## config.mk

```make
export PLATFORM = sky130hd
export DESIGN_NAME = ram_fifo_ctrl
export DESIGN_NICKNAME = d
export VERILOG_FILES = /design/src/rtl/ram_fifo_ctrl.sv
export SDC_FILE = /design/constraint.sdc
export NUM_CORES = 1
export LEC_CHECK = 0
export BUFFER_PORTS_ARGS = -buffer_cell sky130_fd_sc_hd__buf_2
export CAP_MARGIN = 20
export CORE_MARGIN = 8
export CORE_UTILIZATION = 45
export DETAILED_ROUTE_END_ITERATION = 16
export PLACE_DENSITY_LB_ADDON = 0.2
export SYNTH_ARGS = -nofsm -noshare
export SYNTH_HDL_FRONTEND = slang
export SYNTH_SLANG_ARGS = --single-unit
```

## constraint.sdc

```tcl
create_clock -name clk -period 10.4 [get_ports clk]
set_input_delay 0.52 -clock clk [delete_from_list [all_inputs] [get_ports clk]]
set_output_delay 0.52 -clock clk [all_outputs]
set_load 0.05 [all_outputs]
```

## src/rtl/ram_fifo_ctrl.sv

```systemverilog
// ram_fifo_ctrl
//   Single-clock FIFO controller that uses an external dual-port RAM
//   (synchronous read, 1-clock latency) as its storage array. A 2-entry
//   output queue hides the RAM read latency, which gives one word per clock
//   in each direction when the stream is sustained.
//
// Ports
//   clk, rst_n          clock (rising edge), asynchronous active-low reset
//   wr_valid/wr_ready   write stream handshake, wr_data is the write word
//   rd_valid/rd_ready   read stream handshake, rd_data is the head word
//   level               words held: RAM + in-flight fetch + output queue
//   full, empty         RAM at capacity / nothing held anywhere
//   ram_we, ram_write_addr, ram_data_in   RAM write port
//   ram_read_addr, ram_data_out           RAM read port
module ram_fifo_ctrl #(
  parameter int ADDR_W = 15,
  parameter int DATA_W = 8
) (
  input  logic              clk,
  input  logic              rst_n,
  input  logic              wr_valid,
  output logic              wr_ready,
  input  logic [DATA_W-1:0] wr_data,
  output logic              rd_valid,
  input  logic              rd_ready,
  output logic [DATA_W-1:0] rd_data,
  output logic [ADDR_W+1:0] level,
  output logic              full,
  output logic              empty,
  output logic              ram_we,
  output logic [ADDR_W-1:0] ram_write_addr,
  output logic [DATA_W-1:0] ram_data_in,
  output logic [ADDR_W-1:0] ram_read_addr,
  input  logic [DATA_W-1:0] ram_data_out
);

  localparam logic [ADDR_W:0]   DEPTH_C = {1'b1, {ADDR_W{1'b0}}};
  localparam logic [ADDR_W:0]   CNT_ONE = {{ADDR_W{1'b0}}, 1'b1};
  localparam logic [ADDR_W-1:0] PTR_ONE = {{(ADDR_W-1){1'b0}}, 1'b1};

  logic [ADDR_W-1:0] wr_ptr_q, wr_ptr_d;
  logic [ADDR_W-1:0] rd_ptr_q, rd_ptr_d;
  logic [ADDR_W:0]   mem_count_q, mem_count_d;
  logic              inflight_q, inflight_d;
  logic [1:0]        out_count_q, out_count_d;
  logic [DATA_W-1:0] head_q, head_d;
  logic [DATA_W-1:0] tail_q, tail_d;

  logic       accept;
  logic       pop;
  logic       fetch;
  logic [2:0] occ_after;

  // Handshakes and fetch decision
  always_comb begin
    wr_ready  = (mem_count_q < DEPTH_C) && rst_n;
    accept    = wr_valid && wr_ready;
    pop       = (out_count_q != 2'd0) && rd_ready;
    // Slots the output queue will need after this cycle's pop; a fetch is
    // only launched if its data is guaranteed a free slot when it lands.
    occ_after = {1'b0, out_count_q} + {2'b00, inflight_q} - {2'b00, pop};
    fetch     = (mem_count_q != '0) && (occ_after < 3'd2);
  end

  // Pointer, occupancy and output-queue next state
  always_comb begin
    wr_ptr_d    = wr_ptr_q;
    rd_ptr_d    = rd_ptr_q;
    mem_count_d = mem_count_q;
    inflight_d  = fetch;
    out_count_d = out_count_q;
    head_d      = head_q;
    tail_d      = tail_q;

    if (accept) wr_ptr_d = wr_ptr_q + PTR_ONE;
    if (fetch)  rd_ptr_d = rd_ptr_q + PTR_ONE;

    // Accept and fetch together leave the RAM occupancy unchanged.
    unique case ({accept, fetch})
      2'b10:   mem_count_d = mem_count_q + CNT_ONE;
      2'b01:   mem_count_d = mem_count_q - CNT_ONE;
      default: ;
    endcase

    // Capture of the RAM word (inflight_q) against a consumer pop.
    unique case ({inflight_q, pop})
      2'b10: begin
        if (out_count_q == 2'd0) head_d = ram_data_out;
        else                     tail_d = ram_data_out;
        out_count_d = out_count_q + 2'd1;
      end
      2'b01: begin
        head_d      = tail_q;
        out_count_d = out_count_q - 2'd1;
      end
      2'b11: begin
        if (out_count_q == 2'd1) begin
          head_d = ram_data_out;
        end else begin
          head_d = tail_q;
          tail_d = ram_data_out;
        end
      end
      default: ;
    endcase
  end

  // Control state
  always_ff @(posedge clk or negedge rst_n) begin
    if (!rst_n) begin
      wr_ptr_q    <= '0;
      rd_ptr_q    <= '0;
      mem_count_q <= '0;
      inflight_q  <= 1'b0;
      out_count_q <= 2'd0;
    end else begin
      wr_ptr_q    <= wr_ptr_d;
      rd_ptr_q    <= rd_ptr_d;
      mem_count_q <= mem_count_d;
      inflight_q  <= inflight_d;
      out_count_q <= out_count_d;
    end
  end

  // Output-queue storage; contents are qualified by out_count_q
  always_ff @(posedge clk) begin
    head_q <= head_d;
    tail_q <= tail_d;
  end

  // Outputs
  always_comb begin
    rd_valid       = (out_count_q != 2'd0);
    rd_data        = head_q;
    level          = {1'b0, mem_count_q}
                   + {{(ADDR_W+1){1'b0}}, inflight_q}
                   + {{ADDR_W{1'b0}}, out_count_q};
    full           = (mem_count_q == DEPTH_C);
    empty          = (level == '0);
    ram_we         = accept;
    ram_write_addr = wr_ptr_q;
    ram_data_in    = wr_data;
    ram_read_addr  = rd_ptr_q;
  end

endmodule
```

==> results.sh, run 1 <==
export IMPL_grt_util_all_layers=0.151
export IMPL_clockBufferDepth=2
export IMPL_pin_count_of_the_biggest_net_entering_global_routing=51
export IMPL_htreeDepth=3
export IMPL_run_status="completed"
export IMPL_timing_final_crit_share=0.475
export IMPL_critPathCapture="mem_count_q[14]$_DFFE_PN0P_"
export IMPL_fmax_mhz=202
export IMPL_syn_avg_cell_area_um2=10.2
export IMPL_synth_seq_cells=65
export IMPL_slew_headroom=0.401
export IMPL_crit_reg2reg_launch="out_count_q[1]$_DFFE_PN0P_"
export IMPL_buffer_ports_inserted=71
export IMPL_grt_setup_unrepaired="false"
export IMPL_tritoncts="built"
export IMPL_die_w_um=112
export IMPL_detail_route_antenna_nets=0
export IMPL_crit_path_start_kind="flop"
export IMPL_min_hold_slack_ps=272
export IMPL_synth_enable_flop_cells=16
export IMPL_synthFlopType="dfrtp_1"
export IMPL_synth_most_common_cell="dfrtp_1"
export IMPL_numClockSinks=65
export IMPL_floorplan_core_area_um2=9060
export IMPL_cts_buffers=9
export IMPL_number_of_placement_rows=35
export IMPL_drive_above_1_share=0.248
export IMPL_max_slew_worst_pin_slew_ps=899
export IMPL_r2r_setup_slack_ps=5460
export IMPL_reg2reg_to="mem_count_q[14]$_DFFE_PN0P_"
export IMPL_nets=506
export IMPL_setup_total_negative_slack_ps=0
export IMPL_yosys_warnings=0
export IMPL_netlist_top_cells_count="dfrtp_1, xnor2_1, nand2_1"
export IMPL_worstSetupPathType="reg -> reg"
export IMPL_min_delay_path_class="in -> async"
export IMPL_hold_buffers=0
export IMPL_finalWeightedCongestion=0.856
export IMPL_synth_seq_area_share=0.413
export IMPL_drc_errors=0
export IMPL_synth_top_area_share=0.297
export IMPL_grt_pass1_wl_mm=15.5
export IMPL_post_synth_inst_count=404
export IMPL_asyncSetResetFlopFracSynth=0.754
export IMPL_drv_slew=0
export IMPL_root_driver="clkbuf_8"
export IMPL_finalHoldViolCount=0
export IMPL_routed_wirelength_mm=9.10
export IMPL_design_die_area_um2=12500
export IMPL_viasPerCell=5.39
export IMPL_worst_ep_required_time_ps=10640
export IMPL_cap_viol_max_count=0
export IMPL_mappedNetlistArea_um2=4130
export IMPL_syn2layout_area_growth_pct=14.0
export IMPL_initial_core_util=0.456
export IMPL_reg2regPathDepth=17
export IMPL_path_max_fanout=17
export IMPL_wl_per_cell_um=15.7
export IMPL_worst_clk_skew_ps=16.3
export IMPL_syn_num_nets=448
export IMPL_startpoint="out_count_q[1]$_DFFE_PN0P_"
export IMPL_num_vias=3115
export IMPL_dieHeight_um=112
export IMPL_synth_top_cells_by_area="dfrtp_1, edfxtp_1, xnor2_1, ha_1, xor2_1"
export IMPL_dr_first_iter_drc_count=142
export IMPL_io_pin_count=88
export IMPL_insertedDiodeCount=0
export IMPL_grt_antenna_before_repair=0
export IMPL_placed_wire_length_estimate_after_detailed_placement_mm=6.79
export IMPL_cts_repair_timing_setup_buffer_count=0
export IMPL_final_core_area_utilization=0.520
export IMPL_drtPass1Iterations=4
export IMPL_worst_skew_pair_later_pin_latency_ps=340
export IMPL_yosysUniqueCellTypes=56
export IMPL_crit_path_end_kind="flop"
export IMPL_first_global_vias=3135
export IMPL_post_synth_top_area_cell="dfrtp_1"
export IMPL_timing_final_crit_period_ps=4940
export IMPL_grt_ovfl_total=0
export IMPL_setup_viol_count_final=0
export IMPL_post_cts_resized=0
export IMPL_worst_ep_arrival_time_ps=5180
export IMPL_cts_clk_slew_worst_paths_ps=80
cell families after synthesis:
group	Yosys count	synth area share
buffers and inverters	39	0.0509
multiplexers	13	0.0351
AO/OA/AOI/OAI	68	0.116
adder cells (fa/ha/maj)	24	0.0799
flip-flops	65	0.413
AND/OR/NAND/NOR	135	0.178
XOR/XNOR	60	0.127
cells in the final DEF, fill, tap and decap left out, types with 3 or more instances in the layout:
cell type  netlist  routed
a211oi_1         4       4
a21o_1           8       8
a21oi_1         14      14
a31oi_1          3       3
and2_1           6       6
and3_1           6       6
and4_1           5       5
buf_2            5      72
clkbuf_8         0       9
dfrtp_1         49      49
edfxtp_1        16      16
fa_1             4       4
ha_1            20      20
inv_1           12      12
mux2_2          12      12
nand2_1         39      39
nand2b_1         5       5
nand3_1         16      16
nand3_2          5       5
nand4_1          9       9
nor2_1          17      17
nor2b_1          4       4
nor3_1          10      10
nor4_1           4       4
o21a_1           3       3
o21ai_0         20      20
xnor2_1         43      43
xor2_1          17      17
layout make-up:
type                       instances  area, µm²
clock inverter                     4       52.6
timing repair buffer              74        375
clock buffer                      12        178
tap                              111        139
sequential                        65       1710
inverter                          12       45.0
multi-input combinational        300       2220
fill                             852       4350
how the worst min path moves through the flow:
stage,start,cells past startpoint,end
2_1_floorplan,rst_n,0,inflight_q$_DFF_PN0_
3_3_place_gp,ram_write_addr[14]$_DFFE_PN0P_,1,ram_write_addr[14]$_DFFE_PN0P_
3_5_place_dp,ram_write_addr[14]$_DFFE_PN0P_,1,ram_write_addr[14]$_DFFE_PN0P_
4_1_cts,rst_n,2,ram_write_addr[8]$_DFFE_PN0P_
5_1_grt,rst_n,2,ram_write_addr[10]$_DFFE_PN0P_
6_report,rst_n,2,ram_write_addr[8]$_DFFE_PN0P_
critical path: stages, from the launching register on:
cell	delay, ps
dfrtp_1	490
inv_1	110
ha_1	210
inv_1	90
nand2_1	170
xnor2_1	200
nand2b_1	170
fa_1	380
xnor2_1	210
o311a_4	260
ha_1	620
ha_1	400
a21oi_1	220
o211ai_1	130
a31oi_1	460
nor4b_1	140
or3_1	370
a31o_1	210
layer usage:
layer | up-vias | track usage | wire length (µm)
li1 | 1542 | - | -
met1 | 1495 | 0.187 | 4190
met2 | 68 | 0.239 | 4310
met3 | 10 | 0.0465 | 478
met4 | 0 | 0.0565 | 116
met5 | - | 0 | 0
metrics by stage:
| stage | cell area [µm²] | instances | setup slack [ps] |
|---|---|---|---|
| after detailed placement | 4470 | 560 | 5490 |
| after global routing | 4710 | 578 | 4960 |
| final | 4710 | 578 | 5460 |
| after global placement | 4470 | 560 | 5620 |
| after CTS | 4700 | 576 | 5480 |
| after floorplan | 4130 | 404 | 5660 |
sequential cells by signal, summed over array words and instances (netlist names):
register,flops
inflight_q,1
mem_count_q,16
out_count_q,2
ram_read_addr,15
ram_write_addr,15
rd_data,8
tail_q,8
Power of run 1 is left out: the tool's default activity adds up to more than one toggle a clock period on the data nets, which glitch-free logic cannot reach.
==> run 2: changes to the inputs <==
==> constraint.sdc (replaced) <==
create_clock -name clk -period 4.75 [get_ports clk]
set_input_delay 0.2375 -clock clk [delete_from_list [all_inputs] [get_ports clk]]
set_output_delay 0.2375 -clock clk [all_outputs]
set_load 0.05 [all_outputs]
==> run 2 against run 1 <==
Net effect: critical path depth unchanged; register-to-register slack worse by 5000 ps; core utilization fell by 0.055 points; first-iteration DRC count rose by 3.5%; critical path type unchanged.
==> results.sh, run 2 (synthesis results as in run 1) <==
export IMPL_wirelength_met1_mm=4.31
export IMPL_pin_count_of_the_biggest_net_entering_global_routing=50
export IMPL_place_ws_ps=275
export IMPL_most_frequent_standard_cell_in_the_layout_excluding_fill_and_tap_cells="buf_2"
export IMPL_worst_clk_skew_ps=9.57
export IMPL_worst_path_max_delay_cell="dfrtp_1"
export IMPL_run_status="completed"
export IMPL_slew_headroom=0.577
export IMPL_cap_viol_max_count=0
export IMPL_hold_buffers=0
export IMPL_number_of_placement_rows=35
export IMPL_routed_wirelength_mm=9.35
export IMPL_buffer_ports_inserted=71
export IMPL_worst_skew_pair_later_pin_latency_ps=350
export IMPL_design_die_area_um2=12500
export IMPL_min_delay_path_class="in -> async"
export IMPL_dieHeight_um=112
export IMPL_n_fill_cell=835
export IMPL_drv_slew=0
export IMPL_path_cells="inv_1 -> ha_1 -> inv_1 -> nand2_1 -> xnor2_1 -> nand2b_1 -> fa_1 -> xnor2_1 -> o311a_4 -> ha_2 -> ha_1 -> a21o_1 -> a21o_1 -> a2111oi_4 -> nor3_1 -> or3_1 -> a31o_1"
export IMPL_post_place_cells=563
export IMPL_drc_errors=0
export IMPL_first_global_vias=3017
export IMPL_worst_ep_required_time_ps=4990
export IMPL_grt_setup_unrepaired="false"
export IMPL_dr_first_iter_drc_count=147
export IMPL_largest_register="mem_count_q"
export IMPL_met2RoutedLength_mm=4.41
export IMPL_viasPerCell=5.37
export IMPL_nets=509
export IMPL_route_top_layer_used="met4"
export IMPL_setup_viol_count_final=0
export IMPL_wl_met3_um=459
export IMPL_die_w_um=112
export IMPL_most_used_cells_in_the_layout_excluding_fill_and_tap_cells="buf_2, dfrtp_1, xnor2_1, nand2_1, o21ai_0"
export IMPL_worstSetupPathType="reg -> reg"
export IMPL_grt_util_all_layers=0.152
export IMPL_final_core_area_utilization=0.519
export IMPL_grt_pass1_wl_mm=15.4
export IMPL_tritoncts="built"
export IMPL_critPathMaxStageDelay_ps=380
export IMPL_max_slew_worst_pin_slew_ps=634
export IMPL_floorplan_core_area_um2=9060
export IMPL_path_max_fanout=10
export IMPL_finalHoldViolCount=0
export IMPL_numClockSinks=65
export IMPL_clockBufferDepth=2
export IMPL_finalWeightedCongestion=0.847
export IMPL_num_vias=3120
export IMPL_drive_above_1_share=0.260
export IMPL_grt_ovfl_total=0
export IMPL_cts_buffers=9
export IMPL_wl_per_cell_um=16.1
export IMPL_largest_reg_flops=16
export IMPL_root_driver="clkbuf_8"
export IMPL_htreeDepth=3
export IMPL_cpLargestDelayFamily="adder cells"
export IMPL_setup_ws_ps=414
export IMPL_grt_antenna_before_repair=0
export IMPL_setup_total_negative_slack_ps=0
export IMPL_detail_route_antenna_nets=0
export IMPL_worst_ep_arrival_time_ps=4580
export IMPL_drtPass1Iterations=4
export IMPL_placed_wire_length_estimate_after_detailed_placement_mm=7.00
export IMPL_cts_clk_slew_worst_paths_ps=80
export IMPL_crit_path_end_kind="flop"
export IMPL_syn2layout_area_growth_pct=13.9
export IMPL_cts_repair_timing_setup_buffer_count=0
export IMPL_crit_path_start_kind="flop"
export IMPL_timing_final_crit_share=0.913
export IMPL_io_pin_count=88
export IMPL_timing_final_crit_period_ps=4340
export IMPL_fmax_mhz=231
export IMPL_critPathBufInv=2
export IMPL_finalNonFillerCells=581
export IMPL_initial_core_util=0.456
export IMPL_insertedDiodeCount=0
-- run 2: cell types whose count changed in the layout (fill, tap and decap cells not counted), sizes merged --
cell	previous run	this run
clkinv	0	1
buf	73	77
clkinvlp	1	2
bufinv	1	0
clkbuf	13	11
-- run 2: area by class of cell --
| class | count | area [µm²] | share of cell area |
|---|---|---|---|
| Sequential cell | 65 | 1710 | 0.363 |
| Tap cell | 111 | 139 | 0.0295 |
| Inverter | 12 | 45.0 | 0.00957 |
| Multi-Input combinational cell | 300 | 2220 | 0.472 |
| Clock buffer | 11 | 163 | 0.0346 |
| Clock inverter | 5 | 35.0 | 0.00744 |
| Timing Repair Buffer | 77 | 395 | 0.0840 |
-- run 2: path summary, 6_finish.rpt --
check	startpoint	end	slack (ps)	cells after the start
max in group asynchronous	rst_n	mem_count_q[4]$_DFFE_PN0P_	4290	2
max	out_count_q[0]$_DFFE_PN0P_	mem_count_q[14]$_DFFE_PN0P_	410	17
min	rst_n	ram_write_addr[6]$_DFFE_PN0P_	30	2
min in group clk	ram_data_out[4]	tail_q[4]$_DFFE_PP_	90	1
min reg2reg	ram_write_addr[14]$_DFFE_PN0P_	ram_write_addr[14]$_DFFE_PN0P_	470	1
max reg2reg	out_count_q[0]$_DFFE_PN0P_	mem_count_q[14]$_DFFE_PN0P_	410	17
-- run 2: routing by layer --
layer / GRT usage / vias to the layer above
met3: 0.0411 / 16
met1: 0.193 / 1490
met2: 0.239 / 68
li1: - / 1546
met4: 0.0638 / 0
met5: 0 / -
-- run 2: worst register-to-register path: stages, from the launching register on --
cell and delay, ps:
dfrtp_1 380, inv_1 100, ha_1 220, inv_1 90, nand2_1 160, xnor2_1 210, nand2b_1 170, fa_1 380
xnor2_1 200, o311a_4 260, ha_2 330, ha_1 360, a21o_1 220, a21o_1 210, a2111oi_4 330, nor3_1 100
or3_1 310, a31o_1 220
-- run 2: metrics by stage --
stage | area [µm²] | hold WS (ps)
2_1_floorplan | 4130 | -58.1
3_3_place_gp | 4490 | 427
3_5_place_dp | 4490 | 421
4_1_cts | 4690 | 38.7
5_1_grt | 4710 | 71.4
6_report | 4710 | 32.6
-- run 2: repair_timing --
action | CTS | global route
endpoints found under the hold margin | 0 | 0
gates resized for setup | 0 | 2
setup endpoints to repair | 0 | 2
Power of run 2 is left out for the same reason.
